File: src/rtl/mem_arbiter.sv
// Two-port (IF / LS) arbiter and sequencer in front of the single-ported mem_unit.
// Define MEM_ARB_RR_EN for round-robin tie-breaking; otherwise LS has fixed priority.
module mem_arbiter #(
    parameter int ADDR_WIDTH = 11,
    parameter int DATA_WIDTH = 32
) (
    input  logic                  clk_i,
    input  logic                  rst_i,
    input  logic                  if_req_valid_i,
    output logic                  if_req_ready_o,
    input  logic [ADDR_WIDTH-1:0] if_addr_i,
    output logic                  if_rsp_valid_o,
    input  logic                  ls_req_valid_i,
    output logic                  ls_req_ready_o,
    input  logic                  ls_wr_i,
    input  logic [ADDR_WIDTH-1:0] ls_addr_i,
    input  logic [DATA_WIDTH-1:0] ls_wdata_i,
    output logic                  ls_rsp_valid_o,
    output logic [DATA_WIDTH-1:0] rsp_data_o,
    output logic                  mem_en_o,
    output logic                  mem_wr_o,
    output logic [ADDR_WIDTH-1:0] mem_addr_o,
    output logic [DATA_WIDTH-1:0] mem_data_o,
    input  logic [DATA_WIDTH-1:0] mem_data_i
);

    typedef enum logic [1:0] {
        IDLE,
        ACCESS,
        RESP
    } state_t;

    state_t state_q;
    state_t state_d;
    logic   gnt_ls_q;
    logic   sel_ls;
    logic   grant;

`ifdef MEM_ARB_RR_EN
    logic last_ls_q;
`endif

    always_ff @(posedge clk_i or posedge rst_i) begin
        if (rst_i) begin
            state_q <= IDLE;
        end else begin
            state_q <= state_d;
        end
    end

    always_comb begin
        state_d = state_q;
        unique case (state_q)
            IDLE:    state_d = grant ? ACCESS : IDLE;
            ACCESS:  state_d = RESP;
            RESP:    state_d = grant ? ACCESS : IDLE;
            default: state_d = IDLE;
        endcase
    end

    // On a tie, round-robin hands the grant to whichever port lost last time.
    always_comb begin
`ifdef MEM_ARB_RR_EN
        sel_ls = ls_req_valid_i && (!if_req_valid_i || !last_ls_q);
`else
        sel_ls = ls_req_valid_i;
`endif
        ls_req_ready_o = (state_q != ACCESS) && sel_ls;
        if_req_ready_o = (state_q != ACCESS) && if_req_valid_i && !sel_ls;
        grant          = ls_req_ready_o || if_req_ready_o;
    end

    always_ff @(posedge clk_i or posedge rst_i) begin
        if (rst_i) begin
            mem_en_o       <= 1'b0;
            mem_wr_o       <= 1'b0;
            mem_addr_o     <= '0;
            mem_data_o     <= '0;
            rsp_data_o     <= '0;
            if_rsp_valid_o <= 1'b0;
            ls_rsp_valid_o <= 1'b0;
            gnt_ls_q       <= 1'b0;
        end else begin
            mem_en_o       <= 1'b0;
            mem_wr_o       <= 1'b0;
            if_rsp_valid_o <= 1'b0;
            ls_rsp_valid_o <= 1'b0;
            if (state_q == ACCESS) begin
                if (!(gnt_ls_q && mem_wr_o)) begin
                    rsp_data_o <= mem_data_i;
                end
                if_rsp_valid_o <= !gnt_ls_q;
                ls_rsp_valid_o <= gnt_ls_q;
            end
            if (grant) begin
                mem_en_o   <= 1'b1;
                mem_wr_o   <= ls_req_ready_o && ls_wr_i;
                mem_addr_o <= ls_req_ready_o ? ls_addr_i : if_addr_i;
                mem_data_o <= ls_req_ready_o ? ls_wdata_i : '0;
                gnt_ls_q   <= ls_req_ready_o;
            end
        end
    end

`ifdef MEM_ARB_RR_EN
    always_ff @(posedge clk_i or posedge rst_i) begin
        if (rst_i) begin
            last_ls_q <= 1'b1;
        end else if (grant) begin
            last_ls_q <= ls_req_ready_o;
        end
    end
`endif

endmodule

File: config.mk
export PLATFORM = sky130hd
export DESIGN_NAME = mem_arbiter
export DESIGN_NICKNAME = d
export VERILOG_FILES = /design/src/rtl/mem_arbiter.sv
export SDC_FILE = /design/constraint.sdc
export NUM_CORES = 1
export LEC_CHECK = 0
export CORE_MARGIN = 2
export CORE_UTILIZATION = 39
export DETAILED_ROUTE_END_ITERATION = 7
export GPL_TIMING_DRIVEN = 0
export PLACE_DENSITY = 0.83
export REMOVE_ABC_BUFFERS = 1
export SKIP_CTS_REPAIR_TIMING = 1
export SLEW_MARGIN = 20
export SYNTH_ARGS = -nofsm -noshare
export SYNTH_HDL_FRONTEND = slang
export SYNTH_SLANG_ARGS = --single-unit
File: constraint.sdc
create_clock -name clk_i -period 3.45 [get_ports clk_i]
set_input_delay 0.69 -clock clk_i [delete_from_list [all_inputs] [get_ports clk_i]]
set_output_delay 0.69 -clock clk_i [all_outputs]
set_load 0.05 [all_outputs]
== After elaboration in Yosys (flattened, before gate mapping) ==
Cells that the tools add are included.
Storage, ports and cells
  flip-flop bits (word level): 82
  output and inout bits: 81
  bits of input ports: 91
  logic and storage cells: 32
Cells by class
  reduce and logical (&&, ||, !) cells: 11
  eq/ne operators: 3
  bitwise operators: 1
  mux-type cells: 8
Operators with widths (count)
  $mux 32: 1
  $mux 11: 1
  $logic_and 1x1->1: 5
  $mux 1: 5
  $pmux 2 s2: 1
  $eq 2x1->1 const B: 1
  $eq 2x2->1 const B: 1
  $logic_not 1->1: 2
  $logic_not 2->1: 1
  $ne 2x1->1 const B: 1
  $reduce_and 2->1: 1
  $reduce_or 2->1: 1
  $logic_or 1x1->1: 1
  $not 1->1: 1

== Longest topological paths before layout ==
  word-level depth: 6
  depth in mapped cells: 6
  mapped depth without buffers: 4

== Worst setup path after synthesis ==
Ideal clock, no wire load.
  kind: input port to output port
  from: input port ls_req_valid_i
  to: output port if_req_ready_o
  buffers on the path: 2
  required time: 2.760 ns
  stages on the path: 4
  path slack: 1.142 ns
  arrival: 1.618 ns
  cell sequence: clkbuf_1 -> nor2b_1 -> buf_2 -> and2_1
Between the ends
  cells in the longest elaborated chain, start to end: 2
Ends and longest elaborated chain
  from (decl): RTL line 13  | input logic ls_req_valid_i,
  $logic_not 1->1: RTL line 69  | if_req_ready_o = (state_q != ACCESS) && if_req_valid_i && !sel_ls;
  $logic_and 1x1->1: RTL line 69
  to (decl): RTL line 10  | output logic if_req_ready_o,
Every way passes these cells.

== Worst setup path in the final report ==
  from: input port if_req_valid_i
  to: output port if_req_ready_o
Between the ends
  cells in the longest elaborated chain, start to end: 2
Ends and longest elaborated chain
  from (decl): RTL line 9  | input logic if_req_valid_i,
  $logic_and 1x1->1 (2 in series): RTL line 69
Every way passes these cells.

==> results.ini <==
[timing]
finalSetupViolations = 0
rsz0062_at_grt = false
min_period_ns = 3.37
skew_ns = 0.0106
maxSlewHeadroom_pct = 29.0
min_period_over_period_pct = 97.6
fin_setup_tns_ns = 0
finalMaxSlewViolations = 0
max_freq_mhz = 297
final-hold-violation-count = 0
tightest_slew_ns = 1.06

[power_and_ir_drop]
clockPowerShare_pct = 20.1
ir_drop_mv = 0.459
powerDensity_nw_per_um2 = 722
switching_power_w = 0.00149
p_int_w = 0.00229
p_leak_nw = 2.31
seqPwrFrac_pct = 34.3
p_comb_share_pct = 45.6
sw_frac_of_total_pct = 39.4

[drt]
final_antenna_net_count = 0
dr.pass1.iters = 4
via_per_inst = 4.88
drc = 0
vias = 2352
drtIter0Drc = 61
routedWlPerCell_um = 17.0
finalWirelength_um = 8220

[synth]
yosysWarnings = 0
synth_cell_type_count = 24
ys_ff_latch = 82
yosysTopAreaCell = dfrtp_1
ys_seq_area_share_pct = 63.7
synthTopCellsByArea = dfrtp_1 (64%), mux2_4 (14%), a22o_1 (8.7%)
synth_area_per_cell_um2 = 15.8
yosysTopAreaCellShare_pct = 63.7
netlist_instances = 204
syn_area_um2 = 3220

[global_route]
grt_max_degree = 47
grt_pass1_vias = 2506
grt_pass1_wl_um = 12400
antenna_found_initial = 0
grt_usage_pct = 17.9
grt-ovfl-total = 0

[worst_setup_path]
crit_path_max_fanout = 11
worstSetupPathType = primary input to primary output
start_kind = primary input
rrSetupSlack_ns = 1.17
crit_path_end_kind = primary output
worstReg2RegEnd = rsp_data_o[30]
worstPathRequired_ns = 2.76
rr_worst_depth = 4
regToRegStartpoint = state_q[0]
worstPathArrival_ns = 2.68

[place]
hpwl_um = 5910
place_congestion = 0.726
place_inst = 466
io_buffers = 171

[min_path]
holdPathStages = 1
hp-start = gnt_ls_q
min_path_type = register to register
min_to = if_rsp_valid_o

[floorplanning]
io_pins = 172
rows = 33
core-area_um2 = 8090
initial_utilization_pct = 39.8
die_w_um = 94.9
die_area_um2 = 9000
fp.dieH_um = 94.9

[cells_and_area]
final_cells = 482
layout.nets = 463
area_growth_pct = 62.4
diodes = 0
drive_gt1_share_pct = 14.3

[cts]
cts_tree = built
htreeDepth = 3
clk_pin_slew_ns = 0.07
clockBufferDepth = 2
clkLatencyLatePin_ns = 0.33
numClockSinks = 82
numCtsBuffers = 9
clockRootBuffer = clkbuf_8

[status]
outcome = completed

[run]
drv_cap = 0

-- how the worst max path moves through the flow --
stage,startpoint,cells after the start,end
after CTS,ls_req_valid_i,4,if_req_ready_o
after detailed placement,ls_req_valid_i,4,if_req_ready_o
final,if_req_valid_i,4,if_req_ready_o
after floorplan,rst_i,1,gnt_ls_q
after global placement,rst_i,2,mem_data_o[9]
after global routing,ls_req_valid_i,3,ls_req_ready_o
-- cell families (layout without fill, tap and decap cells) --
family                 count (synthesis)  after routing  synth area share (%)
and+or+nand+nor                       14             14                  2.49
AOI/OAI and AO/OA                     57             57                  14.8
DFF                                   82             82                  63.7
muxes                                 32             32                  14.7
buffers and inverters                 19            192                  4.31
-- worst max-delay path, stage by stage --
cell             delay (ns)
clkdlybuf4s50_1        0.63
nor2b_4                0.37
and2_1                 0.18
clkdlybuf4s50_1        0.80
-- power groups by stage --
stage                     clock (W)  combinational, W  sequential [W]
after floorplan                   0          0.000356         0.00204
after global placement            0           0.00170         0.00130
after detailed placement          0           0.00173         0.00131
after CTS                  0.000784           0.00174         0.00130
after global routing       0.000830           0.00178         0.00132
final                      0.000758           0.00172         0.00130
-- cells in the final DEF (no fill, tap or decap), types with 3 or more instances in the layout --
cell             Yosys  routed
a22oi_1             10      10
dfrtp_1             82      82
mux2_4              30      30
nor2_1               3       3
clkdlybuf4s50_1      0     170
a22o_1              32      32
clkbuf_8             0      10
o2bb2ai_1           10      10
-- layer usage --
layer / GRT usage [%] / routed length [um]
met1: 22.2 / 3340
met2: 30.9 / 4260
met3: 3.67 / 466
met4: 6.40 / 147
met5: 0 / 0
-- flip-flops by register name, indices dropped and copies added, names as in the netlist --
signal          flops
mem_data_o         32
mem_addr_o         11
state_q             2
ls_rsp_valid_o      1
mem_en_o            1
gnt_ls_q            1
mem_wr_o            1
rsp_data_o         32
if_rsp_valid_o      1
-- cell usage after synthesis --
library cell  count
a21o_1            1
a22o_1           32
a22oi_1          10
a31oi_1           2
and2_1            2
and2_4            1
and3_1            1
and3b_1           1
buf_2             6
buf_6             8
clkbuf_1          2
dfrtp_1          82
inv_1             2
inv_2             1
mux2_2            2
mux2_4           30
nand2_1           2
nand2_2           1
nand2b_1          1
nor2_1            3
nor2b_1           2
o21ai_0           1
o21ai_2           1
o2bb2ai_1        10
-- final cells by class --
type	instances	area, um^2
Clock buffer	12	145
Clock inverter	4	75.1
Fill cell	636	2860
Inverter	3	13.8
Multi-Input combinational cell	103	1040
Sequential cell	82	2050
Tap cell	105	131
Timing Repair Buffer	173	1770
-- stage by stage --
| step | total power [W] | hold WS (ns) | util, % | instance area [um^2] | worst slack [ns] |
|---|---|---|---|---|---|
| CTS | 0.00382 | 0.477 | 64.5 | 5220 | -0.553 |
| finish | 0.00378 | 0.479 | 64.6 | 5230 | 0.0815 |
| floorplan | 0.00240 | 0.418 | - | 3090 | 0.652 |
| detailed placement | 0.00304 | 0.458 | 61.8 | 5000 | -0.550 |
| global placement | 0.00300 | 0.434 | 61.0 | 4940 | -0.522 |
| global route | 0.00394 | 0.511 | 64.6 | 5230 | 0.00600 |
(Power assumes the default switching activity.)
